===== src/rtl/pluto_quad_encoder.sv =====
// rtl/pluto_quad_encoder.sv - single-channel x4 quadrature encoder counter with index latch and SPI snapshot
//
// Purpose:
//   Synchronises and tick-filters the A/B/Z encoder pins, decodes x4 quadrature
//   into a wrapping CW-bit position count, optionally latches the count on the
//   rising edge of the filtered index, and presents a coherent snapshot taken
//   on each snap strobe for multi-byte SPI readout.
//
// Optional feature macro: QENC_INDEX_EN (Z filter, index latch, index_arm,
//   index_out, index_seen). Undefined: index outputs tie to 0 and enc_z /
//   index_arm are ignored.
//
// Ports:
//   clk         in   system clock
//   reset       in   synchronous reset, active-high
//   tick        in   one-clk sample enable for the input filters
//   enc_a/b/z   in   asynchronous encoder pins
//   snap        in   one-clk snapshot strobe
//   index_arm   in   one-clk pulse: arm index latch, clear index_seen
//   count_out   out  snapshot of position count
//   index_out   out  snapshot of count latched at index
//   index_seen  out  snapshot: index latched since last arm
//   quad_err    out  snapshot of sticky illegal-transition flag

module pluto_quad_encoder #(
  parameter int CW   = 16,
  parameter int FILT = 3
) (
  input  logic          clk,
  input  logic          reset,
  input  logic          tick,
  input  logic          enc_a,
  input  logic          enc_b,
  input  logic          enc_z,
  input  logic          snap,
  input  logic          index_arm,
  output logic [CW-1:0] count_out,
  output logic [CW-1:0] index_out,
  output logic          index_seen,
  output logic          quad_err
);

`ifdef QENC_INDEX_EN
  localparam int NP = 3;
`else
  localparam int NP = 2;
`endif

  localparam logic [3:0] FILT4 = 4'(FILT);

  // Pin vector: bit 0 = A, bit 1 = B, bit 2 = Z (index build only).
  logic [NP-1:0] pins;
`ifdef QENC_INDEX_EN
  assign pins = {enc_z, enc_b, enc_a};
`else
  assign pins = {enc_b, enc_a};
  logic unused_idx;
  assign unused_idx = enc_z ^ index_arm;
`endif

  // Synchroniser flops run through reset so the filtered values can be
  // preloaded from them, which is what keeps reset from producing a count.
  logic [NP-1:0] sync1_q, sync2_q;
  always_ff @(posedge clk) begin
    sync1_q <= pins;
    sync2_q <= sync1_q;
  end

  logic [NP-1:0]      filt_q, filt_d;
  logic [NP-1:0][3:0] fcnt_q, fcnt_d;
  logic [CW-1:0]      count_q, count_d;
  logic               err_int_q, err_int_d;
  logic [CW-1:0]      count_out_q, count_out_d;
  logic               quad_err_q, quad_err_d;
  logic [3:0]         ab_trans;
  logic               err_now;

  always_comb begin
    filt_d = filt_q;
    fcnt_d = fcnt_q;
    if (tick) begin
      for (int i = 0; i < NP; i++) begin
        if (sync2_q[i] != filt_q[i]) begin
          if (fcnt_q[i] + 4'd1 == FILT4) begin
            filt_d[i] = sync2_q[i];
            fcnt_d[i] = 4'd0;
          end else begin
            fcnt_d[i] = fcnt_q[i] + 4'd1;
          end
        end else begin
          fcnt_d[i] = 4'd0;
        end
      end
    end
  end

  // Decode on the filtered transition itself: {A,B} before vs after this clk.
  assign ab_trans = {filt_q[0], filt_q[1], filt_d[0], filt_d[1]};

  always_comb begin
    count_d = count_q;
    err_now = 1'b0;
    case (ab_trans)
      4'b0001, 4'b0111, 4'b1110, 4'b1000: count_d = count_q + CW'(1);
      4'b0100, 4'b1101, 4'b1011, 4'b0010: count_d = count_q - CW'(1);
      4'b0011, 4'b1100, 4'b0110, 4'b1001: err_now = 1'b1;
      default: ;
    endcase

    // Set beats the snap clear so an error in the snap clk is not lost.
    err_int_d = err_int_q;
    if (err_now) begin
      err_int_d = 1'b1;
    end else if (snap) begin
      err_int_d = 1'b0;
    end

    count_out_d = count_out_q;
    quad_err_d  = quad_err_q;
    if (snap) begin
      count_out_d = count_q;
      quad_err_d  = err_int_q;
    end
  end

  always_ff @(posedge clk) begin
    if (reset) begin
      filt_q      <= sync2_q;
      fcnt_q      <= '0;
      count_q     <= '0;
      err_int_q   <= 1'b0;
      count_out_q <= '0;
      quad_err_q  <= 1'b0;
    end else begin
      filt_q      <= filt_d;
      fcnt_q      <= fcnt_d;
      count_q     <= count_d;
      err_int_q   <= err_int_d;
      count_out_q <= count_out_d;
      quad_err_q  <= quad_err_d;
    end
  end

  assign count_out = count_out_q;
  assign quad_err  = quad_err_q;

`ifdef QENC_INDEX_EN
  logic          armed_q, armed_d;
  logic          seen_q, seen_d;
  logic [CW-1:0] idx_q, idx_d;
  logic [CW-1:0] index_out_q, index_out_d;
  logic          index_seen_q, index_seen_d;
  logic          z_rise;

  assign z_rise = filt_d[2] & ~filt_q[2];

  always_comb begin
    armed_d      = armed_q;
    seen_d       = seen_q;
    idx_d        = idx_q;
    index_out_d  = index_out_q;
    index_seen_d = index_seen_q;
    // Arming takes priority over a coincident Z edge.
    if (index_arm) begin
      armed_d = 1'b1;
      seen_d  = 1'b0;
    end else if (z_rise && armed_q) begin
      idx_d   = count_q;
      seen_d  = 1'b1;
      armed_d = 1'b0;
    end
    if (snap) begin
      index_out_d  = idx_q;
      index_seen_d = seen_q;
    end
  end

  always_ff @(posedge clk) begin
    if (reset) begin
      armed_q      <= 1'b0;
      seen_q       <= 1'b0;
      idx_q        <= '0;
      index_out_q  <= '0;
      index_seen_q <= 1'b0;
    end else begin
      armed_q      <= armed_d;
      seen_q       <= seen_d;
      idx_q        <= idx_d;
      index_out_q  <= index_out_d;
      index_seen_q <= index_seen_d;
    end
  end

  assign index_out  = index_out_q;
  assign index_seen = index_seen_q;
`else
  assign index_out  = '0;
  assign index_seen = 1'b0;
`endif

endmodule


===== config.mk =====
export PLATFORM = sky130hd
export DESIGN_NAME = pluto_quad_encoder
export DESIGN_NICKNAME = d
export VERILOG_FILES = /design/src/rtl/pluto_quad_encoder.sv
export SDC_FILE = /design/constraint.sdc
export NUM_CORES = 1
export LEC_CHECK = 0
export BUFFER_PORTS_ARGS = -buffer_cell sky130_fd_sc_hd__buf_2
export CAP_MARGIN = 10
export CORE_MARGIN = 8
export CORE_UTILIZATION = 45
export DETAILED_ROUTE_END_ITERATION = 6
export MAX_ROUTING_LAYER = met4
export PLACE_DENSITY = 0.65
export SLEW_MARGIN = 0
export SYNTH_ARGS = -nofsm -noshare
export SYNTH_HDL_FRONTEND = slang
export SYNTH_SLANG_ARGS = --single-unit
export TNS_END_PERCENT = 10

===== constraint.sdc =====
create_clock -name clk -period 5.34 [get_ports clk]
set_input_delay 0.267 -clock clk [delete_from_list [all_inputs] [get_ports clk]]
set_output_delay 0.267 -clock clk [all_outputs]
set_load 0.02 [all_outputs]

==> impl_table.tex <==
\begin{tabular}{lr}
\hline
Metric & Value \\
\hline
\multicolumn{2}{l}{\textbf{Outcome}} \\
\quad Result of the run & complete, no violations \\
\multicolumn{2}{l}{\textbf{Routing}} \\
\quad DRT Pass-1 Iters & 4 \\
\quad Post-route DRC & 0 \\
\quad DRT iter0 DRCs & 123 \\
\quad Vias per Instance & 5.293 \\
\quad Remaining antenna violation count & 0 \\
\quad Via count & 2,255 \\
\quad Total Wirelength & 5.771 mm \\
\quad Average detailed-routed wire length per instance & 13.55 um \\
\multicolumn{2}{l}{\textbf{Critical path}} \\
\quad Critical path launch point & fcnt\_q[4] \\
\quad Setup crit end & count\_q[15] \\
\quad Worst Setup Path Type & flip-flop to flip-flop \\
\quad Worst reg-to-reg setup slack & 1480 ps \\
\quad Highest net fanout along the worst path & 16 \\
\quad Depth of the worst register-to-register path & 14 \\
\quad Reg2reg end & count\_q[15] \\
\quad Required @ worst endpoint & 5540 ps \\
\quad Startpoint kind of the worst setup timing path & flip-flop \\
\quad Launch point of the worst reg-to-reg path & fcnt\_q[4] \\
\quad Arrival time at the worst endpoint & 4060 ps \\
\quad Crit. End Element & flip-flop \\
\multicolumn{2}{l}{\textbf{Die}} \\
\quad Die footprint & 0.009026 sq mm \\
\quad Initial core utilization & 0.4689 \\
\quad Number of I/O pins & 42 \\
\quad Area of the core region & 0.005991 sq mm \\
\quad Vertical extent of the die & 95.01 um \\
\quad Horizontal die dimension & 95.01 um \\
\quad Number of core rows & 28 \\
\multicolumn{2}{l}{\textbf{Finish}} \\
\quad Share of layout cells above drive strength 1 & 0.1083 \\
\quad Antenna cell count & 0 \\
\quad Final design instance area without fill & 0.002994 sq mm \\
\quad Number of standard cells in the layout, taps in and fillers out & 426 \\
\quad Area Growth Syn to Fin & 6.592\% \\
\quad NumNets Final & 378 \\
\multicolumn{2}{l}{\textbf{Clock tree}} \\
\quad Number of clock sinks & 48 \\
\quad Clock transition at the register clock pins on the worst setup and hold paths after CTS & 90 ps \\
\quad H-Tree Depth & 2 \\
\quad Maximum clock path buffer count & 2 \\
\quad Clock tree from TritonCTS & yes \\
\quad Buffers inserted by post-CTS timing repair & 0 \\
\quad CTS Hold Buffers Added & 0 \\
\quad Root buffer cell & clkbuf\_8 \\
\quad Clk\_lat worst skew & 310 ps \\
\quad Post-CTS resize count & 0 \\
\quad TritonCTS buffer count & 5 \\
\multicolumn{2}{l}{\textbf{Timing}} \\
\quad Aggregate negative setup slack & 0 ps \\
\quad Max-slew violation total from the final report & 0 \\
\quad Hold Fails Final Rpt & 0 \\
\quad Min cycle time layout & 3859 ps \\
\quad Highest clock frequency the design can meet & 259.1 MHz \\
\quad Final period util & 0.7227 \\
\quad Worst setup skew after layout & 5.934 ps \\
\quad Worst rel slew slack & 0.3685 \\
\quad Worst-Margin Slew & 943.8 ps \\
\quad Unrepaired setup endpoints after global routing & false \\
\quad Finish-stage setup viols & 0 \\
\multicolumn{2}{l}{\textbf{Yosys}} \\
\quad Cell taking the most area after synthesis & dfxtp\_1 \\
\quad Top cell type's share of synthesized area & 0.3421 \\
\quad Number of flip-flops and latches in the synthesized netlist & 48 \\
\quad Number of instances in the synthesized netlist & 332 \\
\quad Cells taking the most area after synthesis & dfxtp\_1 (34\%), ha\_1 (8.5\%), mux2i\_1 (6.4\%) \\
\quad Number of distinct library cells after synthesis & 51 \\
\quad Main synth FF type & dfxtp\_1 \\
\quad Post-synth EDFFs & 0 \\
\quad Synthesis Warnings & 0 \\
\quad Mapped Area & 0.002809 sq mm \\
\quad Syn Area/Cell & 8.461 sq um \\
\quad Async set-or-reset flop fraction in the synthesized netlist & 0 \\
\quad Post-synthesis sequential area ratio & 0.3421 \\
\multicolumn{2}{l}{\textbf{Global route}} \\
\quad Global-route congestion overflow total & 0 \\
\quad Initial antenna violation count & 0 \\
\quad First-pass GRT wire length & 10.03 mm \\
\quad Via count of the first global-routing pass & 2,188 \\
\quad Largest net degree at the start of global routing & 46 \\
\quad Total global-route track usage & 0.1406 \\
\multicolumn{2}{l}{\textbf{Worst hold path}} \\
\quad Worst Hold Path Cells & 1 \\
\quad Class of the tightest hold or removal check & input port to flip-flop \\
\multicolumn{2}{l}{\textbf{Placement}} \\
\quad Post-DP HPWL & 4.115 mm \\
\quad Total placed instance area & 0.002907 sq mm \\
\quad Number of I/O port buffers & 22 \\
\quad Routability-driven placement congestion ratio & 0.8476 \\
\quad Number of placed instances, taps included & 418 \\
\multicolumn{2}{l}{\textbf{Power}} \\
\quad Static leakage power & 1.339 nW \\
\quad Overall Power & 722.0 uW \\
\quad Worst supply voltage drop on vdd & 0.0001035 V \\
\quad Cell Pwr Density & 241.1 mW/mm\^{}2 \\
\multicolumn{2}{l}{\textbf{Flow run}} \\
\quad Number of maximum-capacitance violations & 0 \\
\hline
\end{tabular}
[logic make-up after synthesis]
| group | count (synthesis) | synth area share |
|---|---|---|
| DFF | 48 | 0.3421 |
| other | 1 | 0.001335 |
| AOI/OAI and AO/OA | 75 | 0.1773 |
| muxes | 20 | 0.07483 |
| adders and majority gates | 20 | 0.09176 |
| xor gates and xnor gates | 10 | 0.03118 |
| and+or+nand+nor | 117 | 0.2036 |
| buffers and inverters | 41 | 0.07795 |
[synth_stat cells, drive strengths merged (7+ instances only)]
cell type and n:
nand2 19, o21ai 10, dfxtp 48, o21a 10, a21oi 30, buf 21, ha 19, nand3 16
inv 12, nor2 41, mux2i 18, nor3 9, nor2b 7
[stage by stage]
step                        util  worst slack, ps  hold WS, ps
after detailed placement  0.4852             1524        323.3
after floorplan                -             1825        294.7
after global placement    0.4852             1569        313.7
after CTS                 0.4998             1490        56.54
final                     0.4998             1481        63.67
after global routing      0.4998             1309        47.82
[report_power, final]
group / switching (mW) / leakage (nW) / internal [mW]
logic: 0.0838 / 0.901 / 0.0494
clock network: 0.123 / 0.0479 / 0.0914
registers: 0.00782 / 0.390 / 0.366
[layer usage]
layer	track usage	wire length, um	vias up
met5	-	0	-
met4	0.04291	73	0
met3	0.02857	230	7
met2	0.2184	2540	31
met1	0.1789	2926	1034
li1	-	-	1183
[final cells by class]
class / count / area (sq um)
Timing Repair Buffer: 22 / 110.1
Inverter: 14 / 52.55
Multi-Input combinational cell: 259 / 1689
Fill cell: 598 / 2997
Clock inverter: 3 / 18.77
Tap cell: 75 / 93.84
Clock buffer: 5 / 68.82
Sequential cell: 48 / 960.9
[worst min path at each step]
stage / from / end / slack, ps
final: enc_a / sync1_q[0] / 60
after global routing: enc_b / sync1_q[1] / 50
after floorplan: enc_a / sync1_q[0] / 290
after global placement: sync1_q[1] / sync2_q[1] / 310
after detailed placement: sync1_q[0] / sync2_q[0] / 320
after CTS: enc_a / sync1_q[0] / 60
[critical path, cell delays in order (launching register included)]
cell and delay, ps:
dfxtp_1 380, ha_1 260, or3_1 360, o31ai_4 90, a31oi_1 150, or3_1 330
and4_4 280, ha_1 350, a21oi_1 180, o21bai_1 110, o21ai_0 280, a41oi_1 200
o211a_1 240, mux2_4 270, mux2_4 290
[cells in the final DEF, fill, tap and decap left out, types with 3 or more instances in the layout]
| master | Yosys | routed |
|---|---|---|
| nand4_1 | 3 | 3 |
| inv_1 | 11 | 11 |
| xor2_1 | 5 | 5 |
| ha_1 | 19 | 19 |
| nor2b_1 | 7 | 7 |
| nor3b_1 | 3 | 3 |
| xnor2_1 | 5 | 5 |
| nor2_1 | 41 | 41 |
| o21ai_0 | 10 | 10 |
| dfxtp_1 | 48 | 48 |
| conb_1 | 1 | 17 |
| o21a_1 | 10 | 10 |
| or3_1 | 6 | 6 |
| o31ai_1 | 3 | 3 |
| buf_2 | 1 | 22 |
| nand3_1 | 16 | 16 |
| clkbuf_8 | 0 | 5 |
| nand2_1 | 19 | 19 |
| a21oi_1 | 30 | 30 |
| mux2i_1 | 18 | 18 |
| nor3_1 | 9 | 9 |
| a31oi_1 | 3 | 3 |
[state kept, by name, summed over array words and instances, names as in the netlist]
signal     count
filt_q         2
sync1_q        2
fcnt_q         8
quad_err       1
err_int_q      1
sync2_q        2
count_out     16
count_q       16
No activity file was read; power rests on OpenSTA's default activity.
